File: config.mk
export PLATFORM = sky130hd
export DESIGN_NAME = cache_req_master_flat
export DESIGN_NICKNAME = d
export VERILOG_FILES = /design/src/rtl/cache_req_master_pkg.sv /design/src/rtl/cache_req_master_if.sv /design/src/rtl/cache_req_master_outstanding_tracker.sv /design/src/rtl/cache_req_master.sv /design/src/flat_wrapper.sv
export SDC_FILE = /design/constraint.sdc
export NUM_CORES = 1
export LEC_CHECK = 0
export ABC_AREA = 1
export CORE_ASPECT_RATIO = 0.8
export CORE_UTILIZATION = 40
export CTS_BUF_LIST = sky130_fd_sc_hd__clkbuf_8
export CTS_CLUSTER_SIZE = 30
export DETAILED_ROUTE_END_ITERATION = 12
export PLACE_DENSITY_LB_ADDON = 0.08
export SYNTH_ARGS = -nofsm -noshare
export SYNTH_HDL_FRONTEND = slang
export SYNTH_HIERARCHICAL = 1
export SYNTH_SLANG_ARGS = --single-unit
File: constraint.sdc
create_clock -name clk -period 3.6 [get_ports clk]
set_input_delay 0.72 -clock clk [delete_from_list [all_inputs] [get_ports clk]]
set_output_delay 0.72 -clock clk [all_outputs]
set_load 0.005 [all_outputs]
File: src/rtl/cache_req_master_pkg.sv
// Shared widths, AXI channel bundles and the command record for the
// cache-side request master.
package cache_req_master_pkg;

   localparam int CHWIDTH       = 1;
   localparam int RKWIDTH       = 1;
   localparam int BGWIDTH       = 2;
   localparam int BKWIDTH       = 2;
   localparam int RWIDTH        = 8;
   localparam int CWIDTH        = 6;
   localparam int AXI_ADDRWIDTH = 32;
   localparam int AXI_IDWIDTH   = 4;
   localparam int AXI_USERWIDTH = 2;
   localparam int AXI_DATAWIDTH = 32;
   localparam int BURST_LENGTH  = 4;
   localparam int BEATW = (BURST_LENGTH > 1) ? $clog2(BURST_LENGTH) : 1;

   typedef struct packed {
      logic [AXI_IDWIDTH-1:0]   id;
      logic [AXI_ADDRWIDTH-1:0] addr;
      logic [AXI_USERWIDTH-1:0] user;
   } axi_a_t;

   typedef struct packed {
      logic [AXI_IDWIDTH-1:0]     id;
      logic [AXI_DATAWIDTH-1:0]   data;
      logic [AXI_DATAWIDTH/8-1:0] strb;
      logic                       last;
      logic [AXI_USERWIDTH-1:0]   user;
   } axi_w_t;

   typedef struct packed {
      logic [AXI_IDWIDTH-1:0]   id;
      logic [AXI_DATAWIDTH-1:0] data;
      logic [1:0]               resp;
      logic                     last;
      logic [AXI_USERWIDTH-1:0] user;
   } axi_r_t;

   typedef struct packed {
      logic [AXI_IDWIDTH-1:0]   id;
      logic [1:0]               resp;
      logic [AXI_USERWIDTH-1:0] user;
   } axi_b_t;

   typedef struct packed {
      logic   ar_valid;
      axi_a_t ar;
      logic   aw_valid;
      axi_a_t aw;
      logic   w_valid;
      axi_w_t w;
      logic   r_ready;
      logic   b_ready;
   } cache_side_request;

   typedef struct packed {
      logic   ar_ready;
      logic   aw_ready;
      logic   w_ready;
      logic   r_valid;
      axi_r_t r;
      logic   b_valid;
      axi_b_t b;
   } cache_side_response;

   typedef struct packed {
      logic                     write;
      logic [CHWIDTH-1:0]       ch;
      logic [RKWIDTH-1:0]       rk;
      logic [BGWIDTH-1:0]       bg;
      logic [BKWIDTH-1:0]       bk;
      logic [RWIDTH-1:0]        row;
      logic [CWIDTH-1:0]        col;
      logic [AXI_IDWIDTH-1:0]   id;
      logic [AXI_USERWIDTH-1:0] user;
   } cmd_t;

   function automatic logic [AXI_ADDRWIDTH-1:0] pack_addr(input cmd_t c);
      return AXI_ADDRWIDTH'({c.ch, c.rk, c.bg, c.bk, c.row, c.col});
   endfunction

endpackage

File: src/rtl/cache_req_master_if.sv
// Cache-side request/response bus between the request master and the
// memory controller.
interface cache_req_master_if;
   import cache_req_master_pkg::*;

   cache_side_request  cache_req;
   cache_side_response cache_resp;

   modport master (output cache_req, input cache_resp);
   modport slave  (input cache_req, output cache_resp);
endinterface

File: src/rtl/cache_req_master_outstanding_tracker.sv
// In-flight counter for one direction: issue/complete accounting, full
// flag, underflow pulse and wrapping completion counter.
module cache_req_outstanding_tracker #(
   parameter int MAX_OUT  = 4,
   parameter int CNTWIDTH = 16
) (
   input  logic                clk,
   input  logic                rst_n,
   input  logic                issue,
   input  logic                done,
   output logic                full,
   output logic                pending,
   output logic                underflow,
   output logic [CNTWIDTH-1:0] done_cnt
);
   localparam int OW = $clog2(MAX_OUT + 1);

   logic [OW-1:0] cnt;

   assign full      = (cnt >= OW'(MAX_OUT));
   assign pending   = (cnt != '0);
   assign underflow = done && !pending;

   always_ff @(posedge clk or negedge rst_n) begin
      if (!rst_n) begin
         cnt      <= '0;
         done_cnt <= '0;
      end else begin
         if (issue && !done)
            cnt <= cnt + OW'(1);
         else if (done && !issue && pending)
            cnt <= cnt - OW'(1);
         if (done)
            done_cnt <= done_cnt + CNTWIDTH'(1);
      end
   end
endmodule

File: src/rtl/cache_req_master.sv
// Cycle-accurate cache-side AXI-style source: one command per idle visit,
// AR or AW+W burst, with completion and protocol-error tracking.
module cache_req_master
   import cache_req_master_pkg::*;
#(
   parameter int MAX_OUTSTANDING = 4,
   parameter int CNTWIDTH        = 16
) (
   input  logic                     clk,
   input  logic                     rst_n,
   input  logic                     cmd_valid,
   output logic                     cmd_ready,
   input  logic                     cmd_write,
   input  logic [CHWIDTH-1:0]       cmd_ch,
   input  logic [RKWIDTH-1:0]       cmd_rk,
   input  logic [BGWIDTH-1:0]       cmd_bg,
   input  logic [BKWIDTH-1:0]       cmd_bk,
   input  logic [RWIDTH-1:0]        cmd_row,
   input  logic [CWIDTH-1:0]        cmd_col,
   input  logic [AXI_IDWIDTH-1:0]   cmd_id,
   input  logic [AXI_USERWIDTH-1:0] cmd_user,
   cache_req_master_if.master       bus,
   output logic                     busy,
   output logic [CNTWIDTH-1:0]      rd_done_cnt,
   output logic [CNTWIDTH-1:0]      wr_done_cnt,
   output logic                     err
);
   localparam logic [1:0] S_IDLE = 2'd0;
   localparam logic [1:0] S_AR   = 2'd1;
   localparam logic [1:0] S_AW   = 2'd2;
   localparam logic [1:0] S_W    = 2'd3;

   logic [1:0]     state;
   logic           live;
   cmd_t           q;
   cmd_t           cmd_in;
   logic [BEATW-1:0] wbeat;
   logic [BEATW:0]   rbeat;
   logic rd_full, wr_full, rd_pend, wr_pend, rd_uf, wr_uf;
   logic cmd_fire, ar_fire, aw_fire, w_fire, w_end;
   logic r_fire, r_end, b_fire, r_short;
   logic unused_resp;

   assign cmd_in = {cmd_write, cmd_ch, cmd_rk, cmd_bg, cmd_bk,
                    cmd_row, cmd_col, cmd_id, cmd_user};

   assign cmd_ready = live && (state == S_IDLE) &&
                      (cmd_write ? !wr_full : !rd_full);
   assign cmd_fire  = cmd_valid && cmd_ready;
   assign ar_fire   = (state == S_AR) && bus.cache_resp.ar_ready;
   // AW only completes together with w_ready, as the controller expects
   assign aw_fire   = (state == S_AW) && bus.cache_resp.aw_ready &&
                      bus.cache_resp.w_ready;
   assign w_fire    = (state == S_W) && bus.cache_resp.w_ready;
   assign w_end     = w_fire && (wbeat == BEATW'(BURST_LENGTH - 1));
   assign r_fire    = live && bus.cache_resp.r_valid;
   assign r_end     = r_fire && bus.cache_resp.r.last;
   assign r_short   = r_end && (rbeat != (BEATW+1)'(BURST_LENGTH - 1));
   assign b_fire    = live && bus.cache_resp.b_valid;
   assign busy      = (state != S_IDLE) || rd_pend || wr_pend;

   always_ff @(posedge clk or negedge rst_n) begin
      if (!rst_n) begin
         state <= S_IDLE;
         live  <= 1'b0;
         q     <= '0;
         wbeat <= '0;
         rbeat <= '0;
         err   <= 1'b0;
      end else begin
         live <= 1'b1;
         unique case (state)
            S_IDLE: if (cmd_fire) begin
               q     <= cmd_in;
               state <= cmd_write ? S_AW : S_AR;
            end
            S_AR: if (ar_fire) state <= S_IDLE;
            S_AW: if (aw_fire) begin
               wbeat <= '0;
               state <= S_W;
            end
            S_W: if (w_fire) begin
               wbeat <= wbeat + BEATW'(1);
               if (w_end) state <= S_IDLE;
            end
            default: state <= S_IDLE;
         endcase
         if (r_end)
            rbeat <= '0;
         else if (r_fire && !(&rbeat))
            rbeat <= rbeat + (BEATW+1)'(1);
         if (r_short || rd_uf || wr_uf)
            err <= 1'b1;
      end
   end

   always_comb begin
      bus.cache_req          = '0;
      bus.cache_req.r_ready  = live;
      bus.cache_req.b_ready  = live;
      bus.cache_req.ar_valid = (state == S_AR);
      bus.cache_req.ar.id    = q.id;
      bus.cache_req.ar.addr  = pack_addr(q);
      bus.cache_req.ar.user  = q.user;
      bus.cache_req.aw_valid = (state == S_AW);
      bus.cache_req.aw.id    = q.id;
      bus.cache_req.aw.addr  = pack_addr(q);
      bus.cache_req.aw.user  = q.user;
      bus.cache_req.w_valid  = (state == S_W);
      bus.cache_req.w.id     = q.id;
      bus.cache_req.w.user   = q.user;
      bus.cache_req.w.data   = AXI_DATAWIDTH'({q.id, wbeat});
      bus.cache_req.w.strb   = '1;
      bus.cache_req.w.last   = (state == S_W) &&
                               (wbeat == BEATW'(BURST_LENGTH - 1));
   end

   assign unused_resp = ^{q.write, bus.cache_resp.r.id,
                          bus.cache_resp.r.data, bus.cache_resp.r.resp,
                          bus.cache_resp.r.user, bus.cache_resp.b};

   cache_req_outstanding_tracker #(
      .MAX_OUT (MAX_OUTSTANDING),
      .CNTWIDTH(CNTWIDTH)
   ) u_rd (
      .clk      (clk),
      .rst_n    (rst_n),
      .issue    (ar_fire),
      .done     (r_end),
      .full     (rd_full),
      .pending  (rd_pend),
      .underflow(rd_uf),
      .done_cnt (rd_done_cnt)
   );

   cache_req_outstanding_tracker #(
      .MAX_OUT (MAX_OUTSTANDING),
      .CNTWIDTH(CNTWIDTH)
   ) u_wr (
      .clk      (clk),
      .rst_n    (rst_n),
      .issue    (aw_fire),
      .done     (b_fire),
      .full     (wr_full),
      .pending  (wr_pend),
      .underflow(wr_uf),
      .done_cnt (wr_done_cnt)
   );
endmodule

File: src/flat_wrapper.sv
// flat-port wrapper written by rule: the top's interface ports become plain ports
module cache_req_master_flat import cache_req_master_pkg::*;
#(
   parameter int MAX_OUTSTANDING = 4,
   parameter int CNTWIDTH        = 16
)
  (clk, rst_n, cmd_valid, cmd_ready, cmd_write, cmd_ch, cmd_rk, cmd_bg, cmd_bk, cmd_row, cmd_col, cmd_id, cmd_user, busy, rd_done_cnt, wr_done_cnt, err, bus_cache_req, bus_cache_resp);
  cache_req_master_if bus_i ();
  input  logic clk;
  input  logic rst_n;
  input  logic cmd_valid;
  output logic cmd_ready;
  input  logic cmd_write;
  input  logic [CHWIDTH-1:0] cmd_ch;
  input  logic [RKWIDTH-1:0] cmd_rk;
  input  logic [BGWIDTH-1:0] cmd_bg;
  input  logic [BKWIDTH-1:0] cmd_bk;
  input  logic [RWIDTH-1:0] cmd_row;
  input  logic [CWIDTH-1:0] cmd_col;
  input  logic [AXI_IDWIDTH-1:0] cmd_id;
  input  logic [AXI_USERWIDTH-1:0] cmd_user;
  output logic busy;
  output logic [CNTWIDTH-1:0] rd_done_cnt;
  output logic [CNTWIDTH-1:0] wr_done_cnt;
  output logic err;
  output wire logic [$bits(bus_i.cache_req)-1:0] bus_cache_req;
  input wire logic [$bits(bus_i.cache_resp)-1:0] bus_cache_resp;
  assign bus_cache_req = bus_i.cache_req;
  assign bus_i.cache_resp = bus_cache_resp;
  cache_req_master #(.MAX_OUTSTANDING(MAX_OUTSTANDING), .CNTWIDTH(CNTWIDTH)) u_core (.clk(clk), .rst_n(rst_n), .cmd_valid(cmd_valid), .cmd_ready(cmd_ready), .cmd_write(cmd_write), .cmd_ch(cmd_ch), .cmd_rk(cmd_rk), .cmd_bg(cmd_bg), .cmd_bk(cmd_bk), .cmd_row(cmd_row), .cmd_col(cmd_col), .cmd_id(cmd_id), .cmd_user(cmd_user), .bus(bus_i), .busy(busy), .rd_done_cnt(rd_done_cnt), .wr_done_cnt(wr_done_cnt), .err(err));
endmodule
Yosys cells after proc, flatten, opt, wreduce, memory -nomap -nowiden. Index checks and enable logic that the tools add are counted.

Bits in registers: 73. Bits of input ports: 84. Output and inout port bits: 159.

Add/subtract/negate cells: 8. Muxes and demuxes: 17. Reduce and logical (&&, ||, !) cells: 47. Equal/unequal tests: 10. Order comparisons: 2.

Operator list (number): $add 16x1->16 const B (2); $logic_and 1x1->1 (22); $mux 3 (6); $mux 2 (8); $ne 2x1->1 const B (5); $reduce_bool 2->1 (5); $add 3x1->3 const B (3); $logic_not 1->1 (9); $pmux 2 s4 (1); $eq 2x2->1 const B (3); $ge 3x3->1 const B (2); $reduce_and 3->1 (2); $reduce_bool 3->1 (2); $sub 3x1->3 const B (2); $reduce_and 5->1 (1); $logic_or 1x1->1 (4); $pmux 2 s2 (1); $ne 3x2->1 const B (1); $add 2x1->2 const B (1); $eq 2x1->1 const B (1); $logic_not 2->1 (1); $reduce_and 2->1 (1); $mux 1 (1).

Logic depth before layout (Yosys ltp).
Depth after elaboration: 8. Mapped depth: 11.

Cells and area by module. Netlist, hierarchy kept.

Modules (own cells, without submodules): cache_req_master (seq. area each 875.8 um^2, instances 1, cells an instance 281, area an instance 2417.3 um^2); cache_req_outstanding_tracker (seq. area each 475.5 um^2, instances 2, cells an instance 118, area an instance 999.7 um^2).

Least setup slack after synthesis. No wires, ideal clock.

Kind: in2reg. From: in bus_cache_resp[50]. To: reg u_core.u_rd.cnt[2]. Stages on the path: 11. Data required time: 3.487 ns. Buffers on the path: 1. Setup slack: 1.606 ns. Arrival: 1.881 ns. Cells stage by stage: nand2_1 nor2_1 buf_4 inv_2 nand2_1 fa_1 nand3b_1 nand2_1 nand2_1 nand2_1 inv_1.

Word-level cells in the longest chain between the ends: 5.

Ends and longest elaborated chain: start: declaration (RTL line flat_wrapper.sv:27) `input wire logic [$bits(bus_i.cache_resp)-1:0] bus_cache_resp;`; $logic_and 1x1->1 (*) (RTL line cache_req_master.sv:56) `assign r_fire = live && bus.cache_resp.r_valid;`; $logic_and 1x1->1 (*) (RTL line cache_req_master.sv:57) `assign r_end = r_fire && bus.cache_resp.r.last;`; net u_core.r_end (RTL line cache_req_master.sv:41) `logic r_fire, r_end, b_fire, r_short;`; $logic_not 1->1 or $logic_and 1x1->1 (tied branches) (RTL line cache_req_master_outstanding_tracker.sv:29, cache_req_master_outstanding_tracker.sv:31); $logic_and 1x1->1, on equally long branches (RTL line cache_req_master_outstanding_tracker.sv:29, cache_req_master_outstanding_tracker.sv:31); $mux 3 or $reduce_bool 2->1 (tied branches); end signal: assignment (RTL line cache_req_master_outstanding_tracker.sv:30) `cnt <= cnt + OW'(1);`; end signal: assignment (RTL line cache_req_master_outstanding_tracker.sv:32) `cnt <= cnt - OW'(1);`; end: declaration (RTL line cache_req_master_outstanding_tracker.sv:18) `logic [OW-1:0] cnt;`.

Mark *: on every way through the listed nets, which the timed path passes. The rest lies on a longest branch. A chain may end at the register's enable or synchronous reset.

Worst setup path in the final report.
From: in cmd_write. To: out cmd_ready.

Word-level cells in the longest chain between the ends: 2.

Ends and longest elaborated chain: start: declaration (RTL line flat_wrapper.sv:13) `input logic cmd_write;`; $mux 1 (RTL line cache_req_master.sv:48) `(cmd_write ? !wr_full : !rd_full);`; $logic_and 1x1->1 (RTL line cache_req_master.sv:47) `assign cmd_ready = live && (state == S_IDLE) &&`; end: declaration (RTL line flat_wrapper.sv:12) `output logic cmd_ready;`.

Every way passes these cells.

==> run summary <==
• **post-route ant nets** 0
• **critical path endpoint category** primary output
• **number of warnings reported in the yosys synthesis log** 6
• **register cell area after layout** 1830 µm²
• **wl on met1** 4.08 mm
• **Period minus WS final** 2860 ps
• **cell leakage power** 2.74 nW
• **CP Launch Point** cmd_write
• **summed negative setup slack over all endpoints** 0 ps
• **register bit total from synthesis** 73
• **class of the tightest hold or removal check** reg2reg
• **average routed wire per standard cell** 11.5 µm
• **DRC Markers** 0
• **residual overflow from global routing** 0
• **Synth-to-Final Area Change** 27.2%
• **proportion of synthesized chip area in sequential cells** 41.4%
• **category of the most critical setup path** in2out
• **setup repair after global routing missed its margin** no
• **footprint of the multi-input gates** 1770 µm²
• **reg-to-reg slack, setup** 1630 ps
• **Max Cap Violations** 0
• **H-tree depth** 3
• **Post-CTS Setup Repair Bufs** 0
• **length in cells of the worst reg-to-reg path** 10
• **Worst Path Arrival** 2140 ps
• **Top Layer Used** met4
• **cell chosen for the clock root** clkbuf_8
• **share of the synthesized area in compound gates (AO/OA/AOI/OAI)** 6.91%
• **cell types with the highest counts after synthesis** nand2_1 (108), buf_4 (94), dfrtp_1 (73)
• **clock input transition at the sequential cells of the worst setup and hold paths** 70 ps
• **Tcrit/Tclk final** 79.4%
• **count leader, synth** nand2_1
• **effective utilization at floorplan** 42.1%
• **Max Fclk** 350 MHz
• **main combinational cell family by area after synthesis** buffers and inverters
• **maximum number of pins on one net before global-route repair** 74
• **critical path endpoint** cmd_ready
• **GRT Util Overall** 15.9%
• **WL met2** 4.07 mm
• **total via count after detailed routing** 3289
• **proportion of synthesized area in mux cells** 0%
• **total met3 wirelength after detailed routing** 589 µm
• **Hold Fails Final Rpt** 0
• **latest clock arrival within the worst-skew pair** 350 ps
• **Synth Instances** 517
• **via-per-instance ratio** 4.29
• **Chip Height** 96.0 µm
• **required time reported for the critical path endpoint** 2880 ps
• **Worst IR Drop VDD** 0.267 mV
• **DIE WIDTH** 119 µm
• **final setup fails** 0
• **Post-synth EDFFs** 0
• **power per unit of standard cell area** 645 nW/µm²
• **final antenna diode count** 0
• **number of filler instances in the final layout** 979
• **synthesized area** 4420 µm²
• **library cell with the largest summed area after synthesis** dfrtp_1
• **r2r endpoint** u_core/u_wr/cnt[2]
• **first-pass GRT wire length** 14.3 mm
• **TritonCTS Sinks** 73
• **post-detailed-routing wire length** 8.83 mm
• **largest buffer count on any clock path** 2
• **top area cells in the synthesized netlist** dfrtp_1 (41%), buf_4 (16%), nand2_1 (9.2%), o21ai_2 (5.4%), inv_1 (5.2%)
• **CTS tree** yes
• **Least-Margin Pin Slew** 923 ps
• **Std-Cell Core Area** 10500 µm²
• **worst-path fanout max** 4
• **final design area excluding fillers** 5620 µm²
• **number of rows in the core area** 33
• **detailed-router iteration count before antenna repair** 4
• **placed cell area** 5430 µm²
• **placer's final routability congestion estimate** 0.786
• **source of the worst register-to-register timing path** u_core/state[0]
• **share of cells above drive strength 1** 11.5%
• **number of antenna violations at the first check in global routing** 0
• **DR iter-0 viols** 132
• **number of nets at the end of the flow** 713
• **xor and xnor fraction of the mapped netlist area** 5.55%
• **share of synthesized cell area in full adder, half adder and majority cells** 2.61%
• **boundary pin count** 243
• **number of buffers inserted by hold repair at cts** 0
• **status** complete, no violations
• **Simple-Gate Fraction of Synth Area** 20.4%
• **remaining max-slew budget at the tightest pin** 38.5%
• **syn avg cell area** 8.54 µm²
• **post-synth top area share** 41.4%
• **number of CTS-inserted buffers** 9
• **Port Buf Inserts** 140
• **area of the die** 11500 µm²
• **nature of the critical path startpoint** input port
• **DP HPWL** 6.58 mm
• **via count of the first global-routing pass** 3041
• **Final Max Slew Viols** 0
• **largest clock skew in the final design** 6.05 ps
• **dominant register cell in the synthesized netlist** dfrtp_1
• **fraction of registers with async set or reset after synthesis** 100%
• **post-CTS resize count** 0
• **count of unique library cells instantiated by Yosys** 29
[sequential cells by signal, summed over array words and instances (netlist names)]
name,cells
u_core/u_wr/done_cnt,16
u_core/live,1
u_core/err,1
u_core/u_rd/done_cnt,16
u_core/state,2
u_core/u_wr/cnt,3
u_core/u_rd/cnt,3
u_core/bus.cache_req,26
u_core/wbeat,2
u_core/rbeat,3
[worst min-delay path by stage]
stage	start	cells past startpoint	slack (ps)	end
2_1_floorplan	rst_n	0	420	u_core/bus.cache_req[11]
3_3_place_gp	u_core/err	2	460	u_core/err
3_5_place_dp	u_core/err	2	460	u_core/err
4_1_cts	u_core/err	2	490	u_core/err
5_1_grt	u_core/err	2	510	u_core/err
6_report	u_core/err	2	480	u_core/err
[cell type report]
class                           count  area share, %
Sequential cell                    73           32.5
Clock buffer                       10           2.45
Tap cell                          140           3.12
Clock inverter                      6          0.913
Multi-Input combinational cell    330           31.5
Timing Repair Buffer              141           25.0
Inverter                           66           4.41
[critical path, stage by stage]
cell	delay (ps)
clkdlybuf4s50_1	460
nand2_1	80
inv_1	70
nor4_1	260
clkdlybuf4s50_1	550
[where the power goes]
group / total [W] / switching [W] / leakage (nW) / internal (W)
registers: 0.00137 / 0.000283 / 0.906 / 0.00109
clock network: 0.000625 / 0.000295 / 0.110 / 0.000329
logic: 0.00163 / 0.000613 / 1.72 / 0.00101
[layout by cell type (no fill, tap or decap), types with 2 or more instances in the layout]
| cell type | instances |
|---|---|
| inv_2 | 5 |
| ha_1 | 6 |
| xnor2_1 | 10 |
| nor2_1 | 37 |
| nand3b_1 | 4 |
| clkinv_2 | 2 |
| inv_1 | 64 |
| conb_1 | 55 |
| buf_4 | 2 |
| nand2_2 | 8 |
| dfrtp_1 | 73 |
| nand4_1 | 4 |
| nor2_4 | 4 |
| o21ai_0 | 8 |
| clkdlybuf4s50_1 | 139 |
| o21ai_2 | 27 |
| nand2_1 | 108 |
| nand3_1 | 18 |
| xor2_1 | 18 |
| nor3_1 | 2 |
| a21oi_1 | 3 |
| clkbuf_8 | 10 |
| fa_1 | 2 |
| nor2_2 | 10 |
[per-stage QoR]
stage               setup WS [ps]  hold slack [ps]  power [W]  instances  util [%]
CTS                           732              488    0.00368        766      53.6
finish                        740              481    0.00362        766      53.6
global placement              745              463    0.00299        750      51.8
floorplan                    1610              424    0.00233        570         -
detailed placement            736              465    0.00304        750      51.8
global route                  669              514    0.00392        766      53.6
[routing by layer]
layer  vias to the layer above  track usage (%)
met3                         9             4.86
met4                         0             5.10
met5                         -                0
met2                       122             26.2
li1                       1632                -
met1                      1526             20.1
[cells by family (layout without fill, tap and decap cells)]
kind of cell / after synthesis / count (layout)
AOI/OAI and AO/OA: 40 / 40
xor gates and xnor gates: 28 / 28
adders and majority gates: 8 / 8
buffers and inverters: 167 / 223
DFF: 73 / 73
other: 2 / 55
and+or+nand+nor: 199 / 199
(Power assumes the default switching activity.)
